$ cat src/rtl/btn_pkg.sv
// Shared types and constants for the push-button conditioning front end.
package btn_pkg;

  typedef enum logic [1:0] {
    LOW  = 2'b00,
    RISE = 2'b01,
    HIGH = 2'b10,
    FALL = 2'b11
  } btn_state_t;

  localparam int DEBOUNCE_DEFAULT = 1000000;
  localparam int HOLD_DEFAULT     = 100000000;

  // Smallest width able to hold values 0 .. value-1.
  function automatic int clog2(input int value);
    int result;
    result = 0;
    while ((64'(1) << result) < 64'(value)) result++;
    return result;
  endfunction

  function automatic int max_int(input int a, input int b);
    return (a > b) ? a : b;
  endfunction

endpackage

$ cat src/rtl/btn_debounce.sv
// One button: 2-flop synchronizer, debounce/hold FSM sharing one counter,
// and registered level plus press/release/hold pulses.
module btn_debounce
  import btn_pkg::*;
#(
  parameter int DEBOUNCE_CYCLES = DEBOUNCE_DEFAULT,
  parameter int HOLD_CYCLES     = HOLD_DEFAULT
) (
  input  logic clk,
  input  logic reset,
  input  logic raw,
  output logic level,
  output logic press,
  output logic rel,
  output logic hold
);

  localparam int CNT_W = clog2(max_int(DEBOUNCE_CYCLES, HOLD_CYCLES) + 1);
  localparam logic [CNT_W-1:0] DEB_LAST  = CNT_W'(DEBOUNCE_CYCLES - 1);
  localparam logic [CNT_W-1:0] HOLD_LAST = CNT_W'(HOLD_CYCLES - 1);
  localparam logic [CNT_W-1:0] CNT_ONE   = CNT_W'(1);
  localparam bit               DEB_ONE   = (DEBOUNCE_CYCLES == 1);

  logic             s1, s2;
  btn_state_t       state, state_nxt;
  logic [CNT_W-1:0] cnt, cnt_nxt;
  logic             hold_done, hold_done_nxt;
  logic             level_nxt, press_nxt, rel_nxt, hold_nxt;

  always_ff @(posedge clk or posedge reset) begin
    if (reset) begin
      s1        <= 1'b0;
      s2        <= 1'b0;
      state     <= LOW;
      cnt       <= '0;
      hold_done <= 1'b0;
      level     <= 1'b0;
      press     <= 1'b0;
      rel       <= 1'b0;
      hold      <= 1'b0;
    end else begin
      s1        <= raw;
      s2        <= s1;
      state     <= state_nxt;
      cnt       <= cnt_nxt;
      hold_done <= hold_done_nxt;
      level     <= level_nxt;
      press     <= press_nxt;
      rel       <= rel_nxt;
      hold      <= hold_nxt;
    end
  end

  // The sample that leaves LOW/HIGH is the first agreeing sample, so the
  // pending state starts counting at 1.
  always_comb begin
    state_nxt     = state;
    cnt_nxt       = cnt;
    hold_done_nxt = hold_done;
    level_nxt     = level;
    press_nxt     = 1'b0;
    rel_nxt       = 1'b0;
    hold_nxt      = 1'b0;
    unique case (state)
      LOW: begin
        cnt_nxt       = '0;
        hold_done_nxt = 1'b0;
        if (s2) begin
          if (DEB_ONE) begin
            state_nxt = HIGH;
            level_nxt = 1'b1;
            press_nxt = 1'b1;
          end else begin
            state_nxt = RISE;
            cnt_nxt   = CNT_ONE;
          end
        end
      end
      RISE: begin
        if (!s2) begin
          state_nxt = LOW;
          cnt_nxt   = '0;
        end else if (cnt == DEB_LAST) begin
          state_nxt = HIGH;
          level_nxt = 1'b1;
          press_nxt = 1'b1;
          cnt_nxt   = '0;
        end else begin
          cnt_nxt = cnt + CNT_ONE;
        end
      end
      HIGH: begin
        if (!s2) begin
          if (DEB_ONE) begin
            state_nxt     = LOW;
            level_nxt     = 1'b0;
            rel_nxt       = 1'b1;
            cnt_nxt       = '0;
            hold_done_nxt = 1'b0;
          end else begin
            state_nxt = FALL;
            cnt_nxt   = CNT_ONE;
          end
        end else if (cnt == HOLD_LAST) begin
          // Counter saturates here; hold_done keeps the pulse to one per press.
          if (!hold_done) begin
            hold_nxt      = 1'b1;
            hold_done_nxt = 1'b1;
          end
        end else begin
          cnt_nxt = cnt + CNT_ONE;
        end
      end
      FALL: begin
        if (s2) begin
          state_nxt = HIGH;
          cnt_nxt   = '0;
        end else if (cnt == DEB_LAST) begin
          state_nxt     = LOW;
          level_nxt     = 1'b0;
          rel_nxt       = 1'b1;
          cnt_nxt       = '0;
          hold_done_nxt = 1'b0;
        end else begin
          cnt_nxt = cnt + CNT_ONE;
        end
      end
      default: begin
        state_nxt = LOW;
        cnt_nxt   = '0;
      end
    endcase
  end

endmodule

$ cat src/rtl/button_conditioner.sv
// Conditions N_BTN raw asynchronous buttons into debounced levels and
// one-cycle press/release/hold pulses, one independent channel per bit.
module button_conditioner
  import btn_pkg::*;
#(
  parameter int N_BTN           = 2,
  parameter int DEBOUNCE_CYCLES = DEBOUNCE_DEFAULT,
  parameter int HOLD_CYCLES     = HOLD_DEFAULT
) (
  input  logic             clk,
  input  logic             reset,
  input  logic [N_BTN-1:0] btn_raw,
  output logic [N_BTN-1:0] btn_level,
  output logic [N_BTN-1:0] btn_press,
  output logic [N_BTN-1:0] btn_release,
  output logic [N_BTN-1:0] btn_hold
);

  for (genvar i = 0; i < N_BTN; i++) begin : g_btn
    btn_debounce #(
      .DEBOUNCE_CYCLES(DEBOUNCE_CYCLES),
      .HOLD_CYCLES    (HOLD_CYCLES)
    ) u_debounce (
      .clk  (clk),
      .reset(reset),
      .raw  (btn_raw[i]),
      .level(btn_level[i]),
      .press(btn_press[i]),
      .rel  (btn_release[i]),
      .hold (btn_hold[i])
    );
  end

endmodule
$ cat config.mk
export PLATFORM = sky130hd
export DESIGN_NAME = button_conditioner
export DESIGN_NICKNAME = d
export VERILOG_FILES = /design/src/rtl/btn_pkg.sv /design/src/rtl/btn_debounce.sv /design/src/rtl/button_conditioner.sv
export SDC_FILE = /design/constraint.sdc
export NUM_CORES = 1
export LEC_CHECK = 0
export ABC_AREA = 1
export CAP_MARGIN = 20
export CORE_MARGIN = 8
export CORE_UTILIZATION = 30
export DETAILED_ROUTE_END_ITERATION = 8
export GPL_TIMING_DRIVEN = 0
export SYNTH_ARGS = -nofsm -noshare
export SYNTH_HDL_FRONTEND = slang
export SYNTH_SLANG_ARGS = --single-unit
$ cat constraint.sdc
create_clock -name clk -period 2.5 [get_ports clk]
set_input_delay 0.375 -clock clk [delete_from_list [all_inputs] [get_ports clk]]
set_output_delay 0.375 -clock clk [all_outputs]
set_load 0.01 [all_outputs]
==> results of run 1 <==
path summary, 6_finish.rpt:
path / from / end / cells after the start
min: reset / g_btn[1].u_debounce.s1$_DFF_PP0_ / 2
max in group asynchronous: reset / g_btn[0].u_debounce.cnt[12]$_DFFE_PP0P_ / 3
min in group clk: g_btn[0].u_debounce.s1$_DFF_PP0_ / g_btn[0].u_debounce.s2$_DFF_PP0_ / 0
min reg2reg: g_btn[0].u_debounce.s1$_DFF_PP0_ / g_btn[0].u_debounce.s2$_DFF_PP0_ / 0
max: g_btn[1].u_debounce.cnt[0]$_DFFE_PP0P_ / g_btn[1].u_debounce.cnt[11]$_DFFE_PP0P_ / 11
max reg2reg: g_btn[1].u_debounce.cnt[0]$_DFFE_PP0P_ / g_btn[1].u_debounce.cnt[11]$_DFFE_PP0P_ / 11
layer usage:
layer	vias up	wire length, µm	global-route usage
met2	101	5060	0.180
li1	2221	-	-
met1	1953	5660	0.165
met5	-	0	0
met3	13	567	0.0181
met4	0	198	0.0520
through the flow:
stage | util | hold WS, ps | worst slack [ps] | area, µm² | setup TNS, ps
global placement | 0.327 | 333 | -1100 | 5110 | -78410
floorplan | - | 331 | 300 | 4730 | 0
detailed placement | 0.329 | 336 | 605 | 5140 | 0
global route | 0.346 | 378 | 430 | 5420 | 0
finish | 0.346 | 357 | 615 | 5420 | 0
CTS | 0.346 | 364 | 586 | 5420 | 0
cell families (layout without fill, tap and decap cells):
kind of cell,Yosys count,after routing,share of synthesized area
AND/OR/NAND/NOR,474,474,0.453
XOR/XNOR,17,17,0.0315
AO/OA/AOI/OAI,20,20,0.0233
buffers and inverters,110,138,0.106
flip-flops,72,72,0.381
adder cells (fa/ha/maj),2,2,0.00529
power by group:
part | total [µW] | switching, µW | internal, µW
Clock | 1200 | 533 | 671
Sequential | 1250 | 46.3 | 1210
Combinational | 473 | 306 | 167
Total | 2930 | 885 | 2040
layout make-up:
type	count	area share
Clock inverter	7	0.00878
Buffer	19	0.0291
Inverter	91	0.0642
Timing Repair Buffer	12	0.0254
Sequential cell	72	0.333
Tap cell	216	0.0499
Multi-Input combinational cell	513	0.448
Clock buffer	9	0.0416
synth_stat cells, drive strengths merged:
cell and instances:
a22oi 1, buf 19, o21ai 9, nor4 1
xor2 17, inv 90, clkinv 1, dfrtp 72
or2 3, nor3 17, nor2 180, ha 2
nand4 32, a21oi 6, nand3b 2, nand2 185
a31oi 2, o31ai 1, o21a 1, nand3 54
critical path: cells and delay by family (launching register included):
| family | cells | cell delay (ps) |
|---|---|---|
| DFF | 1 | 430 |
| and+or+nand+nor | 7 | 740 |
| adders and majority gates | 1 | 210 |
| buffers and inverters | 3 | 390 |
layout by cell type, fill, tap and decap left out, types with 6 or more instances in the layout:
master,n
nand3_1,49
buf_2,7
clkdlybuf4s50_1,11
nor2_1,139
nand4_1,32
a21oi_1,6
o21ai_0,7
nand2_2,9
dfrtp_1,72
xor2_1,17
nor2_2,40
nand2_1,175
inv_1,88
clkbuf_16,9
buf_4,8
nor3_1,16
==> key figures, run 1 <==
Run
  – Max-cap violations: 0

STA
  – Period utilization: 0.754
  – Post-layout min period: 1890 ps
  – Worst-margin pin slew: 433 ps
  – Worst-case headroom to the max-slew limit: 0.709
  – Final hold violations: 0
  – Clk_skew: just over 10 ps
  – Slew Viols, Final: 0
  – Max frequency: about 530 MHz
  – RSZ-0062 raised after global routing: false
  – Final setup viols: 0

Layout
  – Non-Filler Instances: 939
  – Share of layout cells above drive strength 1: 0.138
  – Multi-input logic area: 0.00243 mm²
  – Layout Area Growth over Synthesis: 14.4%
  – Max reg flops: 54
  – Biggest register: g_btn.u_debounce.cnt
  – Nets: 724
  – Register area: 0.00180 mm²
  – Fill count: 1693
  – Antenna fix cells: 0

Placement
  – PortBufs: 11
  – Final RePlAce weighted congestion: 0.881
  – DP HPWL: 8780 µm
  – Placed Instances: 923

Synthesis
  – #FFs+latches synth: 72
  – Cell Area, Synth: 0.00473 mm²
  – Yosys Warn Count: 0
  – Sequential-to-total area share from yosys stat: 0.381
  – Syn avg cell area: 6.81 µm²
  – Count of cell types in the netlist: 33
  – Synth top area share: 0.381
  – Leading area contributor after synthesis: dfrtp_1
  – Syn Nets: 701
  – Post-synthesis cell count: 695
  – Ranking of synthesized cells by area: dfrtp_1 38%, nand2_1 14%, nor2_1 11%

Floorplan
  – Die area: ~0.02 mm²
  – Die Ht: 142 µm
  – Row count: 46
  – IO Count: 12
  – Initial Util: 0.302
  – Chip Width: between 100 and 150 µm
  – Core area: ~0.016 mm²

Pwr
  – Overall power: roughly 2900 µW
  – Maximum vdd ir drop: 291 µV
  – Power per cell area: 541 mW/mm²
  – Pleak: ~0.0024 µW

Route
  – WL final: 11500 µm
  – Via count: ~4300
  – Routed WL per cell: 12.2 µm
  – Post-route antenna net violation count: 0
  – Vias per std cell: 4.57
  – Final routed DRC violation total: 0
  – Initial DRC Count: 397
  – 1st-pass router iterations: 6

Global route
  – Initial antenna violation count: 0
  – Total grt overflow: 0
  – GRT Total Usage: 0.119
  – Largest net degree at the start of global routing: 47
  – First-pass GRT wire length: 19100 µm
  – Vias in the first global route: between 3000 and 4000

Run status
  – Status: finished, final reports clean

Setup path
  – Largest stage delay, worst path: 430 ps
  – Crit-path cells: ha_1, nand2_2, nor2_2, inv_1, nor2_1, nand2_1, nand3_2, nand2_2, clkinv_2, buf_12, nor2_2
  – Worst setup EP type: register
  – CP max stage cell: dfrtp_1
  – R2r setup slk: 610 ps
  – Setup CP Type: register to register
  – Arr. time, crit path: 2110 ps
  – CP Launch Type: register
  – Critical Path RT: around 2700 ps
  – Worst-path fanout max: 10

Clock network
  – Worst-path clk slew: 60 ps
  – H-Tree Depth: 3
  – Clock Tree Buf Depth: 2
  – Post-CTS sizing: 0
  – # clock sinks: between 70 and 80
  – Post-CTS setup buffers: 0
  – CTS Buf Count: 9
  – CTS tree: built
  – Hold Buf Count CTS: 0
  – Root buffer cell: clkbuf_16
  – Clk Latency, worst-skew pair: ~350 ps

Min path
  – Hold WC Path Type: input port to async pin
No activity file was read; power rests on OpenSTA's default activity.
==> run 2: changes to the inputs <==
==> constraint.sdc (replaced) <==
create_clock -name clk -period 1.71 [get_ports clk]
set_input_delay 0.2565 -clock clk [delete_from_list [all_inputs] [get_ports clk]]
set_output_delay 0.2565 -clock clk [all_outputs]
set_load 0.01 [all_outputs]
==> key figures, run 2 (synthesis gave the netlist of run 1 again) <==
STA
  – Setup_tns: 0 ps (unchanged)
  – Max frequency: 618 MHz (+16%)
  – Worst-margin pin slew: 789 ps (+356 ps)
  – Final setup viols: 0 (unchanged)
  – Clk_skew: 8.63 ps (-1.62 ps)
  – Post-layout min period: 1620 ps (-267 ps)
  – Slew Viols, Final: 0 (unchanged)
  – Final hold violations: 0 (unchanged)
  – Final hold slack: 341 ps (-16.5 ps)
  – Period utilization: 0.946 (+0.192)
  – Worst-case headroom to the max-slew limit: 0.473 (-0.236)

Placement
  – Final RePlAce weighted congestion: 0.867 (-1.6%)
  – PortBufs: 11 (unchanged)
  – Placed Instances: 923 (unchanged)
  – DP HPWL: 8690 µm (-1.0%)

Clock network
  – Root buffer cell: clkbuf_16
  – # clock sinks: 72 (unchanged)
  – Clock Tree Buf Depth: 2 (unchanged)
  – Hold Buf Count CTS: 0 (unchanged)
  – Clk Latency, worst-skew pair: 340 ps (about the same)
  – CTS tree: built
  – CTS Buf Count: 9 (unchanged)
  – Worst-path clk slew: 60 ps (about the same)
  – H-Tree Depth: 3 (unchanged)

Layout
  – Fill count: 1684 (-0.53%)
  – Max reg flops: 54 (unchanged)
  – Core Util, Final: 0.363 (+0.0173)
  – Share of layout cells above drive strength 1: 0.181 (+0.0423)
  – Most common cell after layout, fill and taps aside: nand2_1
  – Antenna fix cells: 0 (unchanged)
  – Non-Filler Instances: 947 (+0.85%)
  – Layout Area Growth over Synthesis: 20.2%
  – Nets: 732 (+1.1%)
  – Most frequent cells in the layout: 172 x nand2_1, 131 x nor2_1, 86 x inv_1, 64 x dfrtp_1, 49 x nand3_1
  – Biggest register: g_btn.u_debounce.cnt

Floorplan
  – Die Ht: 142 µm (unchanged)
  – IO Count: 12 (unchanged)
  – Row count: 46 (unchanged)
  – Initial Util: 0.302 (unchanged)
  – Die area: 0.0201 mm² (unchanged)
  – Chip Width: 142 µm (unchanged)
  – Core area: 0.0157 mm² (unchanged)

Pwr
  – Power per cell area: 831 mW/mm² (+54%)
  – Maximum vdd ir drop: 436 µV (+49%)
  – Pleak: 0.00242 µW (+2.9%)

Route
  – Via count: 4337 (+1.1%)
  – Post-route antenna net violation count: 0 (unchanged)
  – WL final: 11700 µm (+2.2%)
  – Final routed DRC violation total: 0 (unchanged)
  – Initial DRC Count: 328 (-17%)
  – 1st-pass router iterations: 6 (unchanged)
  – Vias per std cell: 4.58 (+0.29%)
  – Routed WL per cell: 12.4 µm (+1.3%)

Global route
  – First-pass GRT wire length: 19400 µm (+1.2%)
  – Total grt overflow: 0 (unchanged)
  – Initial antenna violation count: 0 (unchanged)
  – GRT Total Usage: 0.121 (+0.00114)
  – Met2 usage: 0.181 (+0.000759)
  – Largest net degree at the start of global routing: 38 (-19%)
  – Met1 usage: 0.168 (+0.00262)
  – Vias in the first global route: 3938 (-0.96%)
  – Top Usage Layer GRT: met2
  – Routing usage on met3: 0.0198 (+0.00168)

Run
  – Max-cap violations: 0 (unchanged)

Setup path
  – Crit-path cells: nand2_2, nor2_2, nand2_1, nor2_2, nand2_2, nand2_2, nand2_4, inv_4, buf_12, nor2_2
  – Largest stage delay, worst path: 480 ps (+50 ps)
  – Critical Path RT: 1940 ps (-790 ps)
  – CP max stage cell: dfrtp_1
  – R2R Path Start: g_btn[0].u_debounce.cnt[18]$_DFFE_PP0P_
  – R2r setup slk: 90 ps (-520 ps)
  – Arr. time, crit path: 1850 ps (-260 ps)
  – Worst setup EP type: register
  – Setup CP Type: register to register
  – Worst-path fanout max: 10 (unchanged)
  – CP Launch Type: register
  – CP Launch Point: g_btn[0].u_debounce.cnt[18]$_DFFE_PP0P_

Run status
  – Status: finished, final reports clean

Min path
  – Hold WC Path Type: register to register
  – HP Start: g_btn[1].u_debounce.s1$_DFF_PP0_
run 2: path summary, 6_finish.rpt:
path | endpoint | cells after the start
worst max-delay path | g_btn[0].u_debounce.cnt[18]$_DFFE_PP0P_ | 10
worst min-delay path | g_btn[1].u_debounce.s2$_DFF_PP0_ | 0
worst max register to register | g_btn[0].u_debounce.cnt[18]$_DFFE_PP0P_ | 10
worst min register to register | g_btn[1].u_debounce.s2$_DFF_PP0_ | 0
max in group asynchronous | g_btn[0].u_debounce.cnt[0]$_DFFE_PP0P_ | 3
min in group asynchronous | g_btn[1].u_debounce.s2$_DFF_PP0_ | 2
run 2: routing by layer:
metal  up-vias  share of wire
met5         -              0
met4         0          0.015
met3        16          0.036
met2        99           0.43
met1      1991           0.51
li1       2231              -
run 2: what timing repair did:
action / 4_1_cts / 5_1_grt
pin swaps: 0 / 7
gates resized for setup: 14 / 29
setup buffers: 2 / 6
setup endpoints to repair: 39 / 55
run 2: cell type report:
class / count / area (µm²) / area share
clock inverter: 6 / 90.1 / 0.0158
multi-input combinational: 513 / 2560 / 0.450
inverter: 91 / 353 / 0.0620
tap: 216 / 270 / 0.0475
clock buffer: 10 / 239 / 0.0420
sequential: 72 / 1810 / 0.319
buffer: 19 / 160 / 0.0282
timing repair buffer: 20 / 203 / 0.0356
run 2: critical path, delay by kind of cell, from the launching register on:
| kind | cells | cell delay (ps) |
|---|---|---|
| and+or+nand+nor | 8 | 790 |
| buffers and inverters | 2 | 240 |
| DFF | 1 | 480 |
run 2: power breakdown:
| group | switching (µW) | total [µW] | internal, µW |
|---|---|---|---|
| Clock | 779 | 2100 | 1330 |
| Sequential | 70.6 | 1840 | 1770 |
| Combinational | 485 | 787 | 302 |
run 2: per-stage QoR:
step           setup WS [ps]  instance area, µm²  power (µW)
2_1_floorplan            159                4740        2400
3_3_place_gp            -300                5120        2560
3_5_place_dp            -212                5140        2570
4_1_cts                 4.48                5540        4700
5_1_grt               -0.415                5690        4940
6_report                91.6                5690        4730
